$ cat src/rtl/dm_arbiter_pkg.sv
// Shared encodings for the data-memory arbiter: access width/sign codes,
// arbiter states, the store-log tag for non-CPU accesses, and the memory
// command bundle driven toward the data memory.
package dm_arbiter_pkg;

    localparam logic [2:0] DM_WORD = 3'd0;
    localparam logic [2:0] DM_HFWD = 3'd1;
    localparam logic [2:0] DM_BYTE = 3'd2;
    localparam logic [2:0] DM_USHW = 3'd3;
    localparam logic [2:0] DM_USBT = 3'd4;

    localparam logic [31:0] DMA_PC_DEFAULT = 32'hFFFF_FFFC;

    typedef enum logic {
        ARB_CLEAR = 1'b0,
        ARB_RUN   = 1'b1
    } arb_state_t;

    typedef struct packed {
        logic        we;
        logic [31:0] a;
        logic [2:0]  ctrl;
        logic [31:0] wd;
        logic [31:0] pc;
    } dm_cmd_t;

endpackage

$ cat src/rtl/dm_clear_seq.sv
// Post-reset zero-clear walker: steps a word counter across the whole data
// memory and presents the matching zero-write command.
module dm_clear_seq
    import dm_arbiter_pkg::*;
#(
    parameter int          ADDRBITS = 12,
    parameter logic [31:0] DMA_PC   = DMA_PC_DEFAULT
) (
    input  logic    clk,
    input  logic    reset,
    input  logic    active,
    output logic    done,
    output dm_cmd_t clr_cmd
);

    logic [ADDRBITS-1:0] clr_cnt;

    // Word counter; wraps to 0 on the last word so it is parked at 0 in RUN.
    always_ff @(posedge clk) begin
        if (reset) begin
            clr_cnt <= '0;
        end else if (active) begin
            clr_cnt <= clr_cnt + 1'b1;
        end
    end

    assign done = active && (clr_cnt == {ADDRBITS{1'b1}});

    // Zero-write of the current word, tagged with the non-CPU PC.
    always_comb begin
        clr_cmd      = '0;
        clr_cmd.we   = active;
        clr_cmd.a    = {{(30-ADDRBITS){1'b0}}, clr_cnt, 2'b00};
        clr_cmd.ctrl = DM_WORD;
        clr_cmd.wd   = 32'd0;
        clr_cmd.pc   = DMA_PC;
    end

endmodule

$ cat src/rtl/dm_arbiter.sv
// Data-memory arbiter: runs the post-reset clear, then grants the memory to
// the MEM stage or the DMA/debug port each cycle. CPU wins by default; after
// MAX_WAIT consecutive denied DMA cycles the DMA port preempts for one cycle.
//
//  state     | meaning
//  ----------+-----------------------------------------------------------
//  ARB_CLEAR | zero-writing every word; CPU stalled, DMA never granted
//  ARB_RUN   | per-cycle CPU/DMA arbitration with starvation guard
module dm_arbiter
    import dm_arbiter_pkg::*;
#(
    parameter int          ADDRBITS = 12,
    parameter int          MAX_WAIT = 4,
    parameter logic [31:0] DMA_PC   = DMA_PC_DEFAULT
) (
    input  logic        clk,
    input  logic        reset,
    input  logic        cpu_req,
    input  logic        cpu_we,
    input  logic [31:0] cpu_addr,
    input  logic [2:0]  cpu_ctrl,
    input  logic [31:0] cpu_wd,
    input  logic [31:0] cpu_pc,
    output logic [31:0] cpu_rd,
    output logic        cpu_stall,
    input  logic        dma_req,
    input  logic        dma_we,
    input  logic [31:0] dma_addr,
    input  logic [2:0]  dma_ctrl,
    input  logic [31:0] dma_wd,
    output logic        dma_gnt,
    output logic [31:0] dma_rd,
    output logic        dma_rvalid,
    output logic        dm_we,
    output logic [31:0] dm_a,
    output logic [2:0]  dm_ctrl,
    output logic [31:0] dm_wd,
    output logic [31:0] dm_pc,
    input  logic [31:0] dm_rd,
    output logic        clear_busy
);

    localparam int WAIT_W = $clog2(MAX_WAIT + 1);
    localparam logic [WAIT_W-1:0] WAIT_MAX = WAIT_W'(MAX_WAIT);

    arb_state_t        state, state_nxt;
    logic [WAIT_W-1:0] wait_cnt;
    logic              cpu_gnt;
    logic              clr_done;
    dm_cmd_t           clr_cmd;
    dm_cmd_t           cmd;

    dm_clear_seq #(
        .ADDRBITS (ADDRBITS),
        .DMA_PC   (DMA_PC)
    ) u_clear_seq (
        .clk     (clk),
        .reset   (reset),
        .active  (state == ARB_CLEAR),
        .done    (clr_done),
        .clr_cmd (clr_cmd)
    );

    // State register.
    always_ff @(posedge clk) begin
        if (reset) begin
            state <= ARB_CLEAR;
        end else begin
            state <= state_nxt;
        end
    end

    // Next state, grants and memory command mux.
    always_comb begin
        state_nxt  = state;
        dma_gnt    = 1'b0;
        cpu_gnt    = 1'b0;
        cpu_stall  = 1'b0;
        clear_busy = 1'b0;
        cmd        = '0;
        case (state)
            ARB_CLEAR: begin
                clear_busy = 1'b1;
                cpu_stall  = cpu_req;
                cmd        = clr_cmd;
                if (clr_done) begin
                    state_nxt = ARB_RUN;
                end
            end
            ARB_RUN: begin
                dma_gnt   = dma_req && (!cpu_req || (wait_cnt == WAIT_MAX));
                cpu_gnt   = cpu_req && !dma_gnt;
                cpu_stall = cpu_req && dma_gnt;
                if (dma_gnt) begin
                    cmd.we   = dma_we;
                    cmd.a    = dma_addr;
                    cmd.ctrl = dma_ctrl;
                    cmd.wd   = dma_wd;
                    cmd.pc   = DMA_PC;
                end else if (cpu_gnt) begin
                    cmd.we   = cpu_we;
                    cmd.a    = cpu_addr;
                    cmd.ctrl = cpu_ctrl;
                    cmd.wd   = cpu_wd;
                    cmd.pc   = cpu_pc;
                end
            end
            default: begin
                state_nxt = ARB_CLEAR;
            end
        endcase
    end

    assign dm_we   = cmd.we;
    assign dm_a    = cmd.a;
    assign dm_ctrl = cmd.ctrl;
    assign dm_wd   = cmd.wd;
    assign dm_pc   = cmd.pc;
    assign cpu_rd  = cpu_gnt ? dm_rd : 32'd0;

    // Starvation counter: counts denied DMA cycles, saturating at MAX_WAIT.
    always_ff @(posedge clk) begin
        if (reset) begin
            wait_cnt <= '0;
        end else if (state != ARB_RUN || dma_gnt || !dma_req) begin
            wait_cnt <= '0;
        end else if (wait_cnt != WAIT_MAX) begin
            wait_cnt <= wait_cnt + 1'b1;
        end
    end

    // DMA read return: capture memory data and pulse valid one cycle later.
    always_ff @(posedge clk) begin
        if (reset) begin
            dma_rd     <= 32'd0;
            dma_rvalid <= 1'b0;
        end else begin
            dma_rvalid <= dma_gnt && !dma_we;
            if (dma_gnt && !dma_we) begin
                dma_rd <= dm_rd;
            end
        end
    end

endmodule
$ cat config.mk
export PLATFORM = sky130hd
export DESIGN_NAME = dm_arbiter
export DESIGN_NICKNAME = d
export VERILOG_FILES = /design/src/rtl/dm_arbiter_pkg.sv /design/src/rtl/dm_clear_seq.sv /design/src/rtl/dm_arbiter.sv
export SDC_FILE = /design/constraint.sdc
export NUM_CORES = 1
export LEC_CHECK = 0
export ABC_AREA = 1
export CAP_MARGIN = 5
export CORE_AREA = 2 2 144 146
export CTS_BUF_LIST = sky130_fd_sc_hd__clkbuf_2
export CTS_CLUSTER_DIAMETER = 100
export DETAILED_ROUTE_END_ITERATION = 12
export DIE_AREA = 0 0 146 148
export PLACE_DENSITY = 0.55
export SLEW_MARGIN = 30
export SYNTH_ARGS = -nofsm -noshare
export SYNTH_HDL_FRONTEND = slang
export SYNTH_SLANG_ARGS = --single-unit
export TNS_END_PERCENT = 5
$ cat constraint.sdc
create_clock -name clk -period 1.99 [get_ports clk]
set_input_delay 0.398 -clock clk [delete_from_list [all_inputs] [get_ports clk]]
set_output_delay 0.398 -clock clk [all_outputs]
set_load 0.01 [all_outputs]
=== Word-level counts from Yosys, hierarchy flattened ===
Cells that the tools add are included.

* Register bits: 49
* Word-level logic and storage cells: 34

* Add/subtract/negate cells: 2
* Equality and inequality tests: 3
* Multiplexer cells: 10
* Bitwise logic cells: 1
* Reduce and logical (&&, ||, !) cells: 13

{| class="wikitable"
|+ Operator list
! operator !! number
|-
| 100-bit two-way mux || 2
|-
| 100-bit case mux with 2 select lines || 1
|-
| 32-bit two-way mux || 1
|-
| 12-bit by 1-bit adder with 12-bit output, second input constant || 1
|-
| 12-bit equality test, second input constant || 1
|-
| 1-bit logical AND || 5
|-
| 1-bit two-way mux || 5
|-
| 1-bit zero test || 4
|-
| 3-bit by 1-bit adder with 3-bit output, second input constant || 1
|-
| 3-bit equality test, second input constant || 1
|-
| 1-bit logical OR || 3
|-
| 3-bit inequality test, second input constant || 1
|-
| 1-bit case mux with 2 select lines || 1
|-
| 2-bit OR reduction || 1
|-
| 1-bit inverter || 1
|}

=== Logic depth before layout (Yosys ltp) ===
Gate-level depths: netlist (run 1).

* Depth after elaboration: 8
* Mapped depth: 10
* Gate-level depth less buffers: 9

=== Modules after synthesis ===
From an unflattened synthesis (run 1), not the netlist that was laid out.

* Cell total of the unflattened synthesis: 1,097
* Area, all modules: 5,499.0 µm²

{| class="wikitable"
|+ By module, submodules not included
! module !! instances !! cells an instance !! area each (µm²) !! seq. area each (µm²)
|-
| dm_arbiter || 1 || 920 || 4,247.8 || 740.7
|-
| dm_clear_seq || 1 || 177 || 1,251.2 || 240.2
|}

=== Worst setup path before layout (run 1) ===
No wires, ideal clock.

* Path type: register to output
* Start point: reg wait_cnt[0]
* End point: out dm_a[0]
* Arrival: 1,356 ps
* Path slack: 236 ps
* Cell stages (with the launch flop): 10
* Path through: dfxtp_1 -> inv_1 -> ha_1 -> nand2_2 -> o21ai_2 -> nor2_2 -> buf_2 -> buf_4 -> nand2_1 -> nand2_1

* Word-level cells in the longest chain between the ends: 8

{| class="wikitable"
|+ Ends and longest elaborated chain
! element !! line !! text
|-
| start: declaration || dm_arbiter.sv:47 || <nowiki>logic [WAIT_W-1:0] wait_cnt;</nowiki>
|-
| start signal: assignment || dm_arbiter.sv:128 || <nowiki>wait_cnt <= wait_cnt + 1'b1;</nowiki>
|-
| 3-bit equality test (*) || dm_arbiter.sv:91 || <nowiki>dma_gnt = dma_req && (!cpu_req || (wait_cnt == WAIT_MAX));</nowiki>
|-
| 1-bit logical OR (*) || dm_arbiter.sv:91 ||
|-
| 1-bit logical AND (*) || dm_arbiter.sv:91 ||
|-
| 1-bit zero test || dm_arbiter.sv:92 || <nowiki>cpu_gnt = cpu_req && !dma_gnt;</nowiki>
|-
| 1-bit logical AND || dm_arbiter.sv:92 ||
|-
| 100-bit two-way mux || dm_arbiter.sv:100 || <nowiki>end else if (cpu_gnt) begin</nowiki>
|-
| 100-bit two-way mux (*) || dm_arbiter.sv:94 || <nowiki>if (dma_gnt) begin</nowiki>
|-
| 100-bit case mux with 2 select lines (*) || dm_arbiter.sv:81 || <nowiki>case (state)</nowiki>
|-
| end: declaration || dm_arbiter.sv:35 || <nowiki>output logic [31:0] dm_a,</nowiki>
|}

Mark *: on every way between the ends. The rest lies on a longest branch, timed or not.

=== Final worst setup path (run 1) ===
* Start point: reg wait_cnt[0]
* End point: out dm_wd[28]

* Word-level cells in the longest chain between the ends: 8

{| class="wikitable"
|+ Ends and longest elaborated chain
! element !! line !! text
|-
| 3-bit equality test (*) || dm_arbiter.sv:91 ||
|-
| 1-bit logical OR (*) || dm_arbiter.sv:91 ||
|-
| 1-bit logical AND (*) || dm_arbiter.sv:91 ||
|-
| 1-bit zero test || dm_arbiter.sv:92 ||
|-
| 1-bit logical AND || dm_arbiter.sv:92 ||
|-
| 100-bit two-way mux || dm_arbiter.sv:100 ||
|-
| 100-bit two-way mux (*) || dm_arbiter.sv:94 ||
|-
| 100-bit case mux with 2 select lines (*) || dm_arbiter.sv:81 ||
|-
| end: declaration || dm_arbiter.sv:37 || <nowiki>output logic [31:0] dm_wd,</nowiki>
|}

Marked as above.

==> results of run 1 <==
[final cells by class]
type | count | area, um2 | area share, %
diodes | 2 | 5.00 | 0.0619
well taps | 270 | 338 | 4.18
repair buffers | 445 | 4030 | 49.9
flip-flops and latches | 49 | 983 | 12.2
clock inverters | 2 | 33.8 | 0.418
clock buffers | 6 | 30.0 | 0.371
multi-input cells | 534 | 2320 | 28.7
inverters | 91 | 344 | 4.25
[registers in the layout, indices dropped and copies added (netlist names)]
name	count
dma_rvalid	1
wait_cnt	3
u_clear_seq.clr_cnt	12
dma_rd	32
state	1
[cells in the mapped netlist (all sizes together), types with 2 or more instances]
library cell,instances
clkbuf,9
ha,3
inv,91
nor3,3
o21ai,7
nand3,18
nor2,133
o21bai,2
nand2,354
dfxtp,49
nand4,4
a21oi,7
buf,29
[worst register-to-register path: stages (launching register included)]
cell and delay, ns:
dfxtp_2 0.39, inv_2 0.05, ha_4 0.16, nand2_4 0.08, nand2_4 0.06, buf_4 0.14
buf_4 0.12, buf_4 0.12, nand4_1 0.12, buf_12 0.27, nand2_1 0.13, nand2_1 0.07
nor2_1 0.03
[cell families after synthesis]
logic type                 Yosys count  share of synthesized area [%]
buffers and inverters              129                           15.4
and+or+nand+nor                    513                           54.0
DFF                                 49                           26.7
adders and majority gates            3                           1.02
xor gates and xnor gates             1                          0.238
AOI/OAI and AO/OA                   17                           2.62
[metrics by stage]
step                      hold slack (ns)  power, uW  setup slack, ns
after floorplan                     0.467       1090            0.236
after global placement              0.493       1580           -0.702
after detailed placement            0.501       1580           -0.730
after CTS                           0.474       2170           -0.519
after global routing                0.468       2260           -0.573
final                               0.523       2140           -0.436
[power by group through the flow]
stage / sequential [uW] / clock (uW) / combinational [uW]
finish: 995 / 552 / 590
global route: 998 / 625 / 635
CTS: 996 / 587 / 585
detailed placement: 1010 / 0 / 568
global placement: 1010 / 0 / 566
floorplan: 1010 / 0 / 74.1
[metal layers]
metal  track usage (%)  part of all wire (%)  vias up
met1              22.0                    42     2340
li1                  -                     -     2899
met5                 0                 0.064        -
met3              5.43                   8.8       20
met4              3.88                   1.6        2
met2              30.6                    48      216
[worst paths after layout]
| check | slack, ns | endpoint | cells after the start | start |
|---|---|---|---|---|
| worst min-delay path | 0.52 | dma_rd[30]$_SDFFE_PP0P_ | 3 | dm_rd[30] |
| worst max register to register | 0.18 | dma_rd[14]$_SDFFE_PP0P_ | 12 | wait_cnt[0]$_SDFFE_PP0N_ |
| worst max-delay path | -0.44 | dm_wd[28] | 13 | wait_cnt[0]$_SDFFE_PP0N_ |
| worst min register to register | 0.53 | dma_rd[3]$_SDFFE_PP0P_ | 4 | dma_rd[3]$_SDFFE_PP0P_ |
[what timing repair did]
action / in CTS / in global routing
gates cloned: 6 / 0
setup endpoints to repair: 135 / 135
setup buffers: 20 / 6
resized for setup: 592 / 53
pin swaps: 9 / 15
==> run summary, run 1 <==
status = finished, violations left
failing checks = setup timing
Post-synth EDFFs = 0
clk buf depth = 2
largest cells by area after synthesis = nand2_1, dfxtp_1, nor2_1
Final Hold Vio Count = 0
worst-path cell chain = inv_2 -> ha_4 -> nand2_4 -> nand2_4 -> nand2_4 -> nor2_4 -> buf_12 -> buf_16 -> buf_8 -> buf_6 -> nand2_2 -> nand2_1 -> buf_2
Worst setup EP type = primary output
routed len/inst = 14.5 um
Crit path max-delay family = buffers and inverters
largest net degree at the start of global routing = 66
setup TNS = -42.18 ns
post-layout minimum cycle time = 2.43 ns
clock root cell = clkbuf_2
Worst Path Max Fanout = 5
Clk Latency, worst-skew pair = 0.44 ns
part of the power in the clock network = 25.8%
initial antenna violation count = 3
post-layout instance area = 8090 um2
Avg Cell Area, Syn = 5.16 um2
Cell Area, Placed = 7890 um2
Critical Path Max Stage Delay = 0.39 ns
CTS Hold Bufs = 0
slew at the pin with the worst max-slew slack = 0.332 ns
IR drop worst, VDD = 0.201 mV
Buf/Inv on CP = 6
Peak Freq = 0.412 GHz
Seq cells post-synth = 49
drt first pass iters = 4
GRT Total Usage = 17.8%
DR DRC count = 0
Final Max Tran Viols = 0
switching part of the total = 24.0%
Post-Synthesis Cells = 712
Synth Flop Type = dfxtp_1
switching pwr = 512 uW
Worst-path clk slew = 0.26 ns
Synth Net Count = 919
vias in the first global route = 5,137
part of the cycle the worst path needs = 122%
vias per cell = 3.91
via count = 5,477
DR iter-0 viols = 187
most frequent cells in the layout = nand2_1, clkdlybuf4s50_1, nor2_1, buf_2, inv_1
Sink Count = 49
Die Area = 21,600 um2
nets = 1,333
Finished Layout Cells = 1,399
Initial Util = 18.3%
CP Launch Type = flop
Die Y = 148 um
hpwl dp = 15,500 um
share of the synthesized area in the top cell type = 36.0%
final core occ = 40.4%
Flop pwr share = 46.6%
most common cell after layout, fill and taps aside = nand2_1
PwrDens = 264 nW/um2
CP dominant cell by count = nand2_4
Internal = 1620 uW
DRT antenna net count = 0
wirelength, routed = 20,300 um
H-tree levels = 2
I/O pins = 372
Area growth syn-to-layout = 120%
Comb pwr share = 27.6%
worst hold-check path type = input pin to flop
grt ovf = 0
die width = 146 um
CP max stage cell = dfxtp_2
# setup viols final = 135
critical path class = flop to primary output
worst path arrival time = 2.03 ns
total CTS buffers = 5
post-synth cell types = 23
CTS tree = yes
placed cell count = 1,358
Fill cells = 2,196
Final WS setup = -0.436 ns
Max Cap Viol = 0
Async SR Flop Fraction = 0%
port bufs = 371
Core Region = 20,000 um2
Seq/Total Area, Yosys = 26.7%
GP Congestion = 0.888
worst clock skew = 0.0176 ns
RSZ-0062 raised after global routing = true
Synth warnings = 0
largest area contributor in the netlist = nand2_1
Leak = 0.00415 uW
share of cells above drive strength 1 = 24.3%
required time of the critical path = 1.59 ns
# rows = 52
Netlist Area Pre-Place = 3670 um2
max_slew headroom = 77.9%
first-pass GRT wire length = 30,100 um
(Power assumes the default switching activity.)
==> run 2: changes to the inputs <==
- CORE_AREA: 2 2 144 146 -> 2 2 143 145
- DIE_AREA: 0 0 146 148 -> 0 0 145 147
- PLACE_DENSITY: 0.55 -> 0.58
- clock period: 1.99 -> 2.2 ns (I/O delays scaled with it)
==> run summary, run 2 (synthesis gave the netlist of run 1 again) <==
share of cells above drive strength 1 = 26.9%
Final WS setup = -0.216 ns
Clk Latency, worst-skew pair = 0.43 ns
critical path class = flop to primary output
clk buf depth = 2
via count = 5,500
initial antenna violation count = 5
vias per cell = 3.99
PwrDens = 230 nW/um2
GP Congestion = 0.844
CP Launch Type = flop
gr busiest metal = met2
post-layout minimum cycle time = 2.42 ns
Die Area = 21,300 um2
RR Startpoint = wait_cnt[1]$_SDFFE_PP0N_
most frequent cells in the layout = nand2_1, clkdlybuf4s50_1, nor2_1, buf_2, inv_1
Cell Area, Placed = 7870 um2
IR drop worst, VDD = 0.225 mV
setup TNS = -14.27 ns
register area = 983 um2
failing checks = setup timing
FF-to-FF setup slack = 0.56 ns
worst clock skew = 0.0343 ns
Area growth syn-to-layout = 126%
Worst setup EP type = primary output
drt first pass iters = 5
max FFs per register = 32
grt met1 use = 23.3%
part of the cycle the worst path needs = 110%
worst hold-check path type = flop to flop
Top Registers = dma_rd x32, u_clear_seq.clr_cnt x12, wait_cnt x3
Worst Path Max Fanout = 6
# setup viols final = 129
die width = 145 um
end of the worst hold path = dma_rd[3]$_SDFFE_PP0P_
DR iter-0 viols = 163
Finished Layout Cells = 1,380
grt ovf = 0
largest net degree at the start of global routing = 66
met3 usage = 5.34%
I/O pins = 372
CTS tree = yes
first-pass GRT wire length = 31,300 um
Fill cells = 2,122
post-layout instance area = 8310 um2
nets = 1,312
slew at the pin with the worst max-slew slack = 0.351 ns
Leak = 0.00415 uW
Peak Freq = 0.414 GHz
FF-to-FF End = dma_rd[30]$_SDFFE_PP0P_
max_slew headroom = 76.6%
DR DRC count = 0
# rows = 52
Setup Slack @ Placement = -0.496 ns
Core Region = 19,800 um2
Worst-path clk slew = 0.22 ns
WHS Path Cells = 4
total CTS buffers = 5
most common cell after layout, fill and taps aside = nand2_1
wirelength, routed = 21,100 um
clock root cell = clkbuf_2
worst hold slack = 0.527 ns
routed len/inst = 15.3 um
placed cell count = 1,345
worst path arrival time = 1.98 ns
register with the most flip-flops = dma_rd
multi-input logic area = 2480 um2
Die Y = 147 um
vias in the first global route = 5,263
Final Max Tran Viols = 0
FF-to-FF path depth = 11
hpwl dp = 16,100 um
CTS Hold Bufs = 0
port bufs = 371
H-tree levels = 2
RSZ-0062 raised after global routing = true
status = finished, violations left
GRT Total Usage = 18.7%
Final Hold Vio Count = 0
Initial Util = 18.5%
GRT met2 Usage = 32.4%
Sink Count = 49
DRT antenna net count = 0
hold path startpoint = dma_rd[3]$_SDFFE_PP0P_
Max Cap Viol = 0
required time of the critical path = 1.76 ns
run 2: stage by stage:
step	utilization [%]	power (uW)
finish	41.9	1920
global route	41.9	2010
CTS	40.1	1930
detailed placement	39.6	1410
global placement	39.6	1410
floorplan	-	983
run 2: worst max-delay path, cell delays in order, from the launching register on:
cell and delay, ns:
dfxtp_2 0.37, inv_2 0.07, ha_4 0.14, nand2_4 0.07, nand2_4 0.08, nand2_4 0.07, nor2_4 0.17, buf_12 0.12
clkbuf_16 0.14, buf_6 0.10, nand2_1 0.06, nand3_2 0.08, buf_6 0.10
run 2: metal layers:
metal,part of all wire (%),vias up
li1,-,2867
met4,1.4,2
met3,8.7,20
met2,49,235
met5,0.047,-
met1,41,2376
run 2: how the worst max path moves through the flow:
stage | from | to | slack, ns | cells after the start
floorplan | wait_cnt[0]$_SDFFE_PP0N_ | dm_a[0] | 0.40 | 9
global placement | cpu_req | dm_wd[7] | -0.48 | 8
detailed placement | dma_req | cpu_rd[16] | -0.50 | 8
CTS | wait_cnt[1]$_SDFFE_PP0N_ | dm_a[3] | -0.29 | 11
global route | wait_cnt[1]$_SDFFE_PP0N_ | dm_a[5] | -0.38 | 12
finish | wait_cnt[0]$_SDFFE_PP0N_ | dm_a[5] | -0.22 | 12
run 2: repair_timing:
| action | in CTS | in global routing |
|---|---|---|
| setup buffers | 10 | 5 |
| endpoints found under the setup margin | 135 | 135 |
| gates resized for setup | 623 | 92 |
| pin swaps | 7 | 23 |
| hold endpoints to repair | 0 | 0 |
| cloned | 6 | 3 |
run 2: area by class of cell:
| type | instances | area share [%] |
|---|---|---|
| Inverter | 91 | 4.23 |
| Clock inverter | 2 | 0.407 |
| Antenna cell | 4 | 0.120 |
| Tap cell | 270 | 4.07 |
| Timing Repair Buffer | 424 | 49.2 |
| Clock buffer | 6 | 0.361 |
| Multi-Input combinational cell | 534 | 29.8 |
| Sequential cell | 49 | 11.8 |
run 2: where the power goes:
part | total [uW] | internal (uW) | switching (uW)
sequential | 902 | 896 | 5.82
clock | 497 | 194 | 303
combinational | 517 | 356 | 161
total | 1920 | 1450 | 470
==> run 3: changes to the inputs <==
- HOLD_SLACK_MARGIN: unset -> 0.12
==> results of run 3 <==
Final layout, timing and power as in run 2 (identical DEF).
